==> src/rtl/cpu_pkg.sv <==
// Shared encodings for the multi-cycle CPU control path:
// opcodes, functs, ALU selects, FSM states and mux codes.
package cpu_pkg;

  localparam logic [5:0] OP_RTYPE = 6'b000000;
  localparam logic [5:0] OP_LW    = 6'b100011;
  localparam logic [5:0] OP_SW    = 6'b101011;
  localparam logic [5:0] OP_BEQ   = 6'b000100;
  localparam logic [5:0] OP_BNE   = 6'b000101;
  localparam logic [5:0] OP_J     = 6'b000010;
  localparam logic [5:0] OP_ADDI  = 6'b001000;

  localparam logic [5:0] F_ADD = 6'b100000;
  localparam logic [5:0] F_NOT = 6'b100111;
  localparam logic [5:0] F_AND = 6'b100100;
  localparam logic [5:0] F_OR  = 6'b100101;
  localparam logic [5:0] F_SLT = 6'b101010;
  localparam logic [5:0] F_SLL = 6'b000000;

  localparam logic [2:0] ALU_ADD = 3'b000;
  localparam logic [2:0] ALU_NOT = 3'b001;
  localparam logic [2:0] ALU_AND = 3'b010;
  localparam logic [2:0] ALU_OR  = 3'b011;
  localparam logic [2:0] ALU_SLT = 3'b100;
  localparam logic [2:0] ALU_SLL = 3'b101;
  localparam logic [2:0] ALU_BEQ = 3'b110;
  localparam logic [2:0] ALU_BNE = 3'b111;

  localparam logic [3:0] S_FETCH   = 4'd0;
  localparam logic [3:0] S_DECODE  = 4'd1;
  localparam logic [3:0] S_MEMADDR = 4'd2;
  localparam logic [3:0] S_MEMRD   = 4'd3;
  localparam logic [3:0] S_MEMWB   = 4'd4;
  localparam logic [3:0] S_MEMWR   = 4'd5;
  localparam logic [3:0] S_EXEC_R  = 4'd6;
  localparam logic [3:0] S_RWB     = 4'd7;
  localparam logic [3:0] S_BRANCH  = 4'd8;
  localparam logic [3:0] S_JUMP    = 4'd9;
  localparam logic [3:0] S_EXEC_I  = 4'd10;
  localparam logic [3:0] S_IWB     = 4'd11;
  localparam logic [3:0] S_TRAP    = 4'd12;

  localparam logic [1:0] PC_ALU    = 2'b00;
  localparam logic [1:0] PC_ALUOUT = 2'b01;
  localparam logic [1:0] PC_JUMP   = 2'b10;
  localparam logic [1:0] PC_EXC    = 2'b11;

  localparam logic [1:0] SB_REGB = 2'b00;
  localparam logic [1:0] SB_FOUR = 2'b01;
  localparam logic [1:0] SB_IMM  = 2'b10;
  localparam logic [1:0] SB_IMM2 = 2'b11;

  typedef struct packed {
    logic       pc_write;
    logic [1:0] pc_src;
    logic       iord;
    logic       mem_read;
    logic       mem_write;
    logic       ir_write;
    logic       reg_dst;
    logic       mem_to_reg;
    logic       reg_write;
    logic       alu_src_a;
    logic [1:0] alu_src_b;
    logic [2:0] alu_sel;
    logic       exc;
  } ctrl_t;

  function automatic logic is_wait_state(input logic [3:0] s);
    return (s == S_FETCH) || (s == S_MEMRD) || (s == S_MEMWR);
  endfunction

endpackage

==> src/rtl/multicycle_ctrl_if.sv <==
// Control bus between the multi-cycle FSM and its datapath:
// decoded instruction fields and flags in, strobes and selects out.
interface multicycle_ctrl_if;
  logic [5:0] opcode;
  logic [5:0] funct;
  logic       alu_zero;
  logic       alu_ovf;
  logic       mem_ready;
  logic       pc_write;
  logic [1:0] pc_src;
  logic       iord;
  logic       mem_read;
  logic       mem_write;
  logic       ir_write;
  logic       reg_dst;
  logic       mem_to_reg;
  logic       reg_write;
  logic       alu_src_a;
  logic [1:0] alu_src_b;
  logic [2:0] alu_sel;
  logic       exc;
  logic [3:0] state;

  modport master (
    input  opcode, funct, alu_zero, alu_ovf, mem_ready,
    output pc_write, pc_src, iord, mem_read, mem_write,
    output ir_write, reg_dst, mem_to_reg, reg_write,
    output alu_src_a, alu_src_b, alu_sel, exc, state
  );

  modport slave (
    output opcode, funct, alu_zero, alu_ovf, mem_ready,
    input  pc_write, pc_src, iord, mem_read, mem_write,
    input  ir_write, reg_dst, mem_to_reg, reg_write,
    input  alu_src_a, alu_src_b, alu_sel, exc, state
  );
endinterface

==> src/rtl/alu_decode.sv <==
// R-type funct decoder: ALU select code plus a legal flag
// used both for the illegal-instruction check and in execute.
module alu_decode
  import cpu_pkg::*;
(
  input  logic [5:0] funct_i,
  output logic [2:0] alu_sel_o,
  output logic       legal_o
);

  // map funct to ALU op; unknown functs are flagged illegal
  always_comb begin
    alu_sel_o = ALU_ADD;
    legal_o   = 1'b1;
    unique case (1'b1)
      (funct_i == F_ADD): alu_sel_o = ALU_ADD;
      (funct_i == F_NOT): alu_sel_o = ALU_NOT;
      (funct_i == F_AND): alu_sel_o = ALU_AND;
      (funct_i == F_OR):  alu_sel_o = ALU_OR;
      (funct_i == F_SLT): alu_sel_o = ALU_SLT;
      (funct_i == F_SLL): alu_sel_o = ALU_SLL;
      default:            legal_o   = 1'b0;
    endcase
  end

endmodule

==> src/rtl/multicycle_ctrl.sv <==
// Multi-cycle CPU control FSM: fetch/decode/execute/mem/writeback
// sequencing with memory wait timeout and overflow trap.
module multicycle_ctrl
  import cpu_pkg::*;
#(
  parameter int MEM_TIMEOUT = 16,
  parameter int TO_W        = 8
) (
  input logic               clk,
  input logic               rst,
  multicycle_ctrl_if.master bus
);

  localparam bit TO_EN = (MEM_TIMEOUT != 0);
  localparam logic [TO_W-1:0] TO_LAST = TO_W'(MEM_TIMEOUT - 1);

  logic [3:0]      state_q, state_d, dec_st;
  logic [TO_W-1:0] cnt_q, cnt_d;
  logic [2:0]      r_sel;
  logic            r_legal, wait_st, tmo;
  ctrl_t           ctl;

  alu_decode u_alu_decode (
    .funct_i   (bus.funct),
    .alu_sel_o (r_sel),
    .legal_o   (r_legal)
  );

  assign wait_st = is_wait_state(state_q);
  assign tmo = TO_EN && wait_st && !bus.mem_ready
               && (cnt_q == TO_LAST);

  // next-state sequencing
  always_comb begin
    state_d = state_q;
    case (state_q)
      S_FETCH:
        if (bus.mem_ready) state_d = S_DECODE;
        else if (tmo)      state_d = S_TRAP;
      S_DECODE:
        case (bus.opcode)
          OP_RTYPE: state_d = r_legal ? S_EXEC_R : S_TRAP;
          OP_LW,
          OP_SW:    state_d = S_MEMADDR;
          OP_BEQ,
          OP_BNE:   state_d = S_BRANCH;
          OP_J:     state_d = S_JUMP;
          OP_ADDI:  state_d = S_EXEC_I;
          default:  state_d = S_TRAP;
        endcase
      S_MEMADDR:
        if (bus.opcode == OP_LW)      state_d = S_MEMRD;
        else if (bus.opcode == OP_SW) state_d = S_MEMWR;
        else                          state_d = S_TRAP;
      S_MEMRD:
        if (bus.mem_ready) state_d = S_MEMWB;
        else if (tmo)      state_d = S_TRAP;
      S_MEMWB: state_d = S_FETCH;
      S_MEMWR:
        if (bus.mem_ready) state_d = S_FETCH;
        else if (tmo)      state_d = S_TRAP;
      S_EXEC_R:
        state_d = (bus.funct == F_ADD && bus.alu_ovf)
                  ? S_TRAP : S_RWB;
      S_RWB:    state_d = S_FETCH;
      S_BRANCH: state_d = S_FETCH;
      S_JUMP:   state_d = S_FETCH;
      S_EXEC_I: state_d = bus.alu_ovf ? S_TRAP : S_IWB;
      S_IWB:    state_d = S_FETCH;
      S_TRAP:   state_d = S_FETCH;
      default:  state_d = S_TRAP;
    endcase
  end

  // memory wait counter: counts stalled cycles, clears on any move
  always_comb begin
    cnt_d = cnt_q;
    if (state_d != state_q)
      cnt_d = '0;
    else if (wait_st && !bus.mem_ready)
      cnt_d = cnt_q + TO_W'(1);
  end

  // state and counter registers
  always_ff @(posedge clk) begin
    if (rst) begin
      state_q <= S_FETCH;
      cnt_q   <= '0;
    end else begin
      state_q <= state_d;
      cnt_q   <= cnt_d;
    end
  end

  // output decode; reset shows FETCH selects with strobes killed
  always_comb begin
    dec_st = rst ? S_FETCH : state_q;
    ctl = '0;
    case (dec_st)
      S_FETCH: begin
        ctl.mem_read  = 1'b1;
        ctl.alu_src_b = SB_FOUR;
        ctl.alu_sel   = ALU_ADD;
        ctl.pc_src    = PC_ALU;
        ctl.ir_write  = bus.mem_ready;
        ctl.pc_write  = bus.mem_ready;
      end
      S_DECODE:  ctl.alu_src_b = SB_IMM2;
      S_MEMADDR: begin
        ctl.alu_src_a = 1'b1;
        ctl.alu_src_b = SB_IMM;
      end
      S_MEMRD: begin
        ctl.iord     = 1'b1;
        ctl.mem_read = 1'b1;
      end
      S_MEMWB: begin
        ctl.reg_write  = 1'b1;
        ctl.mem_to_reg = 1'b1;
      end
      S_MEMWR: begin
        ctl.iord      = 1'b1;
        ctl.mem_write = 1'b1;
      end
      S_EXEC_R: begin
        ctl.alu_src_a = 1'b1;
        ctl.alu_src_b = SB_REGB;
        ctl.alu_sel   = r_sel;
      end
      S_RWB: begin
        ctl.reg_write = 1'b1;
        ctl.reg_dst   = 1'b1;
      end
      S_BRANCH: begin
        ctl.alu_src_a = 1'b1;
        ctl.alu_sel   = (bus.opcode == OP_BNE) ? ALU_BNE : ALU_BEQ;
        ctl.pc_src    = PC_ALUOUT;
        ctl.pc_write  = bus.alu_zero;
      end
      S_JUMP: begin
        ctl.pc_src   = PC_JUMP;
        ctl.pc_write = 1'b1;
      end
      S_EXEC_I: begin
        ctl.alu_src_a = 1'b1;
        ctl.alu_src_b = SB_IMM;
      end
      S_IWB: ctl.reg_write = 1'b1;
      S_TRAP: begin
        ctl.exc      = 1'b1;
        ctl.pc_src   = PC_EXC;
        ctl.pc_write = 1'b1;
      end
      default: ;
    endcase
    if (rst) begin
      ctl.pc_write  = 1'b0;
      ctl.ir_write  = 1'b0;
      ctl.reg_write = 1'b0;
      ctl.mem_read  = 1'b0;
      ctl.mem_write = 1'b0;
      ctl.exc       = 1'b0;
    end
  end

  assign bus.pc_write   = ctl.pc_write;
  assign bus.pc_src     = ctl.pc_src;
  assign bus.iord       = ctl.iord;
  assign bus.mem_read   = ctl.mem_read;
  assign bus.mem_write  = ctl.mem_write;
  assign bus.ir_write   = ctl.ir_write;
  assign bus.reg_dst    = ctl.reg_dst;
  assign bus.mem_to_reg = ctl.mem_to_reg;
  assign bus.reg_write  = ctl.reg_write;
  assign bus.alu_src_a  = ctl.alu_src_a;
  assign bus.alu_src_b  = ctl.alu_src_b;
  assign bus.alu_sel    = ctl.alu_sel;
  assign bus.exc        = ctl.exc;
  assign bus.state      = state_q;

endmodule

==> src/flat_wrapper.sv <==
// flat-port wrapper written by rule: the top's interface ports become plain ports
module multicycle_ctrl_flat import cpu_pkg::*;
#(
  parameter int MEM_TIMEOUT = 16,
  parameter int TO_W        = 8
)
  (clk, rst, bus_opcode, bus_funct, bus_alu_zero, bus_alu_ovf, bus_mem_ready, bus_pc_write, bus_pc_src, bus_iord, bus_mem_read, bus_mem_write, bus_ir_write, bus_reg_dst, bus_mem_to_reg, bus_reg_write, bus_alu_src_a, bus_alu_src_b, bus_alu_sel, bus_exc, bus_state);
  multicycle_ctrl_if bus_i ();
  input logic clk;
  input logic rst;
  input wire logic [$bits(bus_i.opcode)-1:0] bus_opcode;
  input wire logic [$bits(bus_i.funct)-1:0] bus_funct;
  input wire logic [$bits(bus_i.alu_zero)-1:0] bus_alu_zero;
  input wire logic [$bits(bus_i.alu_ovf)-1:0] bus_alu_ovf;
  input wire logic [$bits(bus_i.mem_ready)-1:0] bus_mem_ready;
  output wire logic [$bits(bus_i.pc_write)-1:0] bus_pc_write;
  output wire logic [$bits(bus_i.pc_src)-1:0] bus_pc_src;
  output wire logic [$bits(bus_i.iord)-1:0] bus_iord;
  output wire logic [$bits(bus_i.mem_read)-1:0] bus_mem_read;
  output wire logic [$bits(bus_i.mem_write)-1:0] bus_mem_write;
  output wire logic [$bits(bus_i.ir_write)-1:0] bus_ir_write;
  output wire logic [$bits(bus_i.reg_dst)-1:0] bus_reg_dst;
  output wire logic [$bits(bus_i.mem_to_reg)-1:0] bus_mem_to_reg;
  output wire logic [$bits(bus_i.reg_write)-1:0] bus_reg_write;
  output wire logic [$bits(bus_i.alu_src_a)-1:0] bus_alu_src_a;
  output wire logic [$bits(bus_i.alu_src_b)-1:0] bus_alu_src_b;
  output wire logic [$bits(bus_i.alu_sel)-1:0] bus_alu_sel;
  output wire logic [$bits(bus_i.exc)-1:0] bus_exc;
  output wire logic [$bits(bus_i.state)-1:0] bus_state;
  assign bus_i.opcode = bus_opcode;
  assign bus_i.funct = bus_funct;
  assign bus_i.alu_zero = bus_alu_zero;
  assign bus_i.alu_ovf = bus_alu_ovf;
  assign bus_i.mem_ready = bus_mem_ready;
  assign bus_pc_write = bus_i.pc_write;
  assign bus_pc_src = bus_i.pc_src;
  assign bus_iord = bus_i.iord;
  assign bus_mem_read = bus_i.mem_read;
  assign bus_mem_write = bus_i.mem_write;
  assign bus_ir_write = bus_i.ir_write;
  assign bus_reg_dst = bus_i.reg_dst;
  assign bus_mem_to_reg = bus_i.mem_to_reg;
  assign bus_reg_write = bus_i.reg_write;
  assign bus_alu_src_a = bus_i.alu_src_a;
  assign bus_alu_src_b = bus_i.alu_src_b;
  assign bus_alu_sel = bus_i.alu_sel;
  assign bus_exc = bus_i.exc;
  assign bus_state = bus_i.state;
  multicycle_ctrl #(.MEM_TIMEOUT(MEM_TIMEOUT), .TO_W(TO_W)) u_core (.clk(clk), .rst(rst), .bus(bus_i));
endmodule
==> config.mk <==
export PLATFORM = sky130hd
export DESIGN_NAME = multicycle_ctrl_flat
export DESIGN_NICKNAME = d
export VERILOG_FILES = /design/src/rtl/cpu_pkg.sv /design/src/rtl/multicycle_ctrl_if.sv /design/src/rtl/alu_decode.sv /design/src/rtl/multicycle_ctrl.sv /design/src/flat_wrapper.sv
export SDC_FILE = /design/constraint.sdc
export NUM_CORES = 1
export LEC_CHECK = 0
export BUFFER_PORTS_ARGS = -buffer_cell sky130_fd_sc_hd__buf_2
export CAP_MARGIN = 20
export CORE_MARGIN = 2
export CORE_UTILIZATION = 52
export DETAILED_ROUTE_END_ITERATION = 10
export GPL_TIMING_DRIVEN = 0
export HOLD_SLACK_MARGIN = 0.05
export PLACE_DENSITY = 0.76
export SLEW_MARGIN = 20
export SYNTH_ARGS = -nofsm -noshare
export SYNTH_HDL_FRONTEND = slang
export SYNTH_SLANG_ARGS = --single-unit
==> constraint.sdc <==
create_clock -name clk -period 2.4 [get_ports clk]
set_input_delay 0.12 -clock clk [delete_from_list [all_inputs] [get_ports clk]]
set_output_delay 0.12 -clock clk [all_outputs]
set_load 0.03 [all_outputs]
==> flow_summary.toml <==
[outcome]
status = "finished clean"

[hold_path]
hold_depth = 5
min_to = "u_core.bus.state[3]"
hold_class = "primary input to register"
hp-start = "bus_opcode[2]"

[cts]
clk_path_buf_depth = 2
clock-sinks = 12
clk_latency_ns = 0.26
clk_pin_slew_worst_paths_ns = 0.07
post_cts_buffers = 0
cts_resized = 2
cts_tree = "done"
cts-htree-levels = 1
cts_hold_buf = 0
cts_root_buf = "clkbuf_4"
numCtsBuffers = 3

[layout]
num-fill-cells = 222
fin_util_pct = 66.5
nNetsFinal = 240
drive_gt1_share_pct = 31.2
n_antenna_cell = 0
design_area_um2 = 1650
area_growth_pct = 20.6

[setup_path]
critPathLaunchType = "register"
required_ns = 2.28
reg2reg_depth = 8
critPathSlowestCell = "dfxtp_1"
path_cells = "buf_2 > buf_1 > nor2_2 > nand2_1 > nor3_2 > a21oi_1 > nor4_2 > buf_2"
path_class = "register to output pin"
cp_max_fo = 10
r2r-start = "u_core.bus.state[0]"
crit_family = "simple AND/OR/NAND/NOR gates"
arrival_ns = 2.16
slowest_delay_ns = 0.33
r2r_slack_ns = 0.16
r2r-end = "u_core.cnt_q[4]"
cp-end-kind = "output pin"
path_common_cell = "buf_2"
cp_num_buf_inv = 3

[sta]
setup_viol = 0
fin_setup_tns_ns = 0
fin_crit_ns = 2.28
slew_violations = 0
post-route-period-util_pct = 94.9
rsz0062_at_grt = "no"
hold_viol = 0
slew_headroom_pct = 68.4
skew_ns = 0.000745
worst_pin_slew_ns = 0.473
fmax_ghz = 0.439

[global_routing]
grt_pass1_vias = 1342
grt_util_all_layers_pct = 23.2
overflow = 0
grt_max_degree = 11
antenna_found_initial = 0
grt_pass1_wl_um = 5930

[place]
place_area_um2 = 1580
hpwl_um = 2750
port_buffers = 32
gp_congestion = 0.852

[power]
power_mw = 0.607
peakVddDrop_mv = 0.399
pwr-share-seq_pct = 34.5
internal_power_mw = 0.384
comb_power_share_pct = 40.4
p_sw_mw = 0.224
powerDensity_nw_per_um2 = 369
p_clk_share_pct = 25.1
sw_frac_of_total_pct = 36.8
leakage_nw = 0.642

[routing]
ant_nets = 0
firstDrtPassIters = 4
vias = 1520
drcViolationCount = 0
drt_iter0_drc = 59
wire_per_inst_um = 14.4
via_per_inst = 6.06
wl_um = 3610

[floorplan]
initial_core_util_pct = 55.2
fp-row-count = 18
ios = 38
die-area_um2 = 3050
core_area_um2 = 2480
die_w_um = 55.3
die-height_um = 55.3

[run]
maxCapViolCount = 0

[synth]
yosys.area.top_type_share_pct = 17.6
ys.flop_type = "dfxtp_1"
synth_seq_cells = 12
synthCells = 185
yosys.area.top_type = "dfxtp_1"
synth_area_per_cell_um2 = 7.39
synth-simple-area-share_pct = 43.6
ys_types = 59
ys_seq_area_share_pct = 17.6
yosysWarnings = 0
post_synth_xor_area_fraction_pct = 7.05
async_flop_share_pct = 0
synth_edf_count = 0
synthAdderAreaFrac_pct = 1.65
syn_area_um2 = 1370
synth_top_family_by_area = "simple AND/OR/NAND/NOR gates"
yosys-top-cells-count = "nand2_1 (17), nor2_1 (15), dfxtp_1 (12), nor3_1 (12)"
yosys-top-cells-area = "dfxtp_1 (18%), nor3_2 (5.9%), nand2_1 (4.7%)"
synth_nets = 203
yosysMostFrequentCell = "nand2_1"
muxShareOfSynthArea_pct = 1.83
synth-compound-area-share_pct = 21.6
[power by group through the flow]
| stage | logic [mW] | registers (mW) | clock network (mW) |
|---|---|---|---|
| floorplan | 0.166 | 0.221 | 0 |
| global placement | 0.229 | 0.214 | 0 |
| detailed placement | 0.235 | 0.214 | 0 |
| CTS | 0.236 | 0.209 | 0.158 |
| global route | 0.265 | 0.210 | 0.166 |
| finish | 0.246 | 0.209 | 0.152 |
[per-layer routing]
metal / part of all wire, % / track usage (%) / up-vias
met5: 0 / 0 / -
met4: 1.1 / 6.62 / 0
li1: - / - / 769
met1: 42 / 29.3 / 689
met3: 5.4 / 3.51 / 6
met2: 51 / 40.6 / 56
[final cells by class]
| class | count | area, um^2 | area share (%) |
|---|---|---|---|
| multi-input combinational | 154 | 1080 | 65.5 |
| sequential | 12 | 240 | 14.6 |
| timing repair buffer | 32 | 160 | 9.72 |
| buffer | 15 | 80.1 | 4.86 |
| tap | 30 | 37.5 | 2.28 |
| clock buffer | 4 | 36.3 | 2.20 |
| inverter | 4 | 15.0 | 0.911 |
[layout by cell type (no fill, tap or decap), drive strengths merged, types with 2 or more instances in the layout]
cell type,synthesis,final
xnor2,5,5
nor3,20,20
nor2b,4,4
nor2,15,15
nand4b,3,3
nor3b,2,2
nand3,3,3
o311ai,2,2
buf,9,41
o21ai,6,6
o32a,3,3
nor4b,3,3
or4b,2,2
or4,3,3
a211oi,2,2
nand4,4,4
and3,2,2
nor4,5,5
a21o,2,2
a32oi,3,3
inv,4,4
dfxtp,12,12
xor2,6,6
and2,3,3
or3,3,3
a21oi,9,9
a2111oi,2,2
nand2b,8,8
nand2,17,17
clkbuf,6,10
[logic make-up after synthesis]
kind of cell               count (synthesis)
buffers and inverters                     19
AOI/OAI and AO/OA                         39
muxes                                      2
adders and majority gates                  2
and+or+nand+nor                          100
xor gates and xnor gates                  11
DFF                                       12
[worst max-delay path by stage]
stage                        start               to  slack (ns)  depth (start not counted)
4_1_cts        u_core.bus.state[2]   bus_alu_sel[0]        0.01                          7
5_1_grt        u_core.bus.state[2]   bus_alu_sel[0]       0.001                          7
2_1_floorplan  u_core.bus.state[3]    bus_alu_src_a       -0.12                          4
6_report       u_core.bus.state[0]     bus_pc_write        0.12                          8
3_3_place_gp   u_core.bus.state[2]   bus_alu_sel[0]        0.17                          7
3_5_place_dp   u_core.bus.state[0]  u_core.cnt_q[4]        0.12                          8
[sequential cells by signal, indices dropped and copies added (netlist names)]
name	flops
u_core.bus.state	4
u_core.cnt_q	8
[tightest hold or removal path, delay by kind of cell]
family | cells | cell delay, ns
AO/OA/AOI/OAI | 1 | 0.08
buffers and inverters | 1 | 0.10
AND/OR/NAND/NOR | 3 | 0.18
[through the flow]
step	cells	worst slack (ns)	hold WS (ns)
floorplan	185	-0.118	0.350
global placement	247	0.173	0.511
finish	251	0.123	0.254
CTS	251	0.0129	0.244
detailed placement	247	0.123	0.523
global route	251	0.00143	0.283
Note: power is estimated with default switching activity, not from simulation.
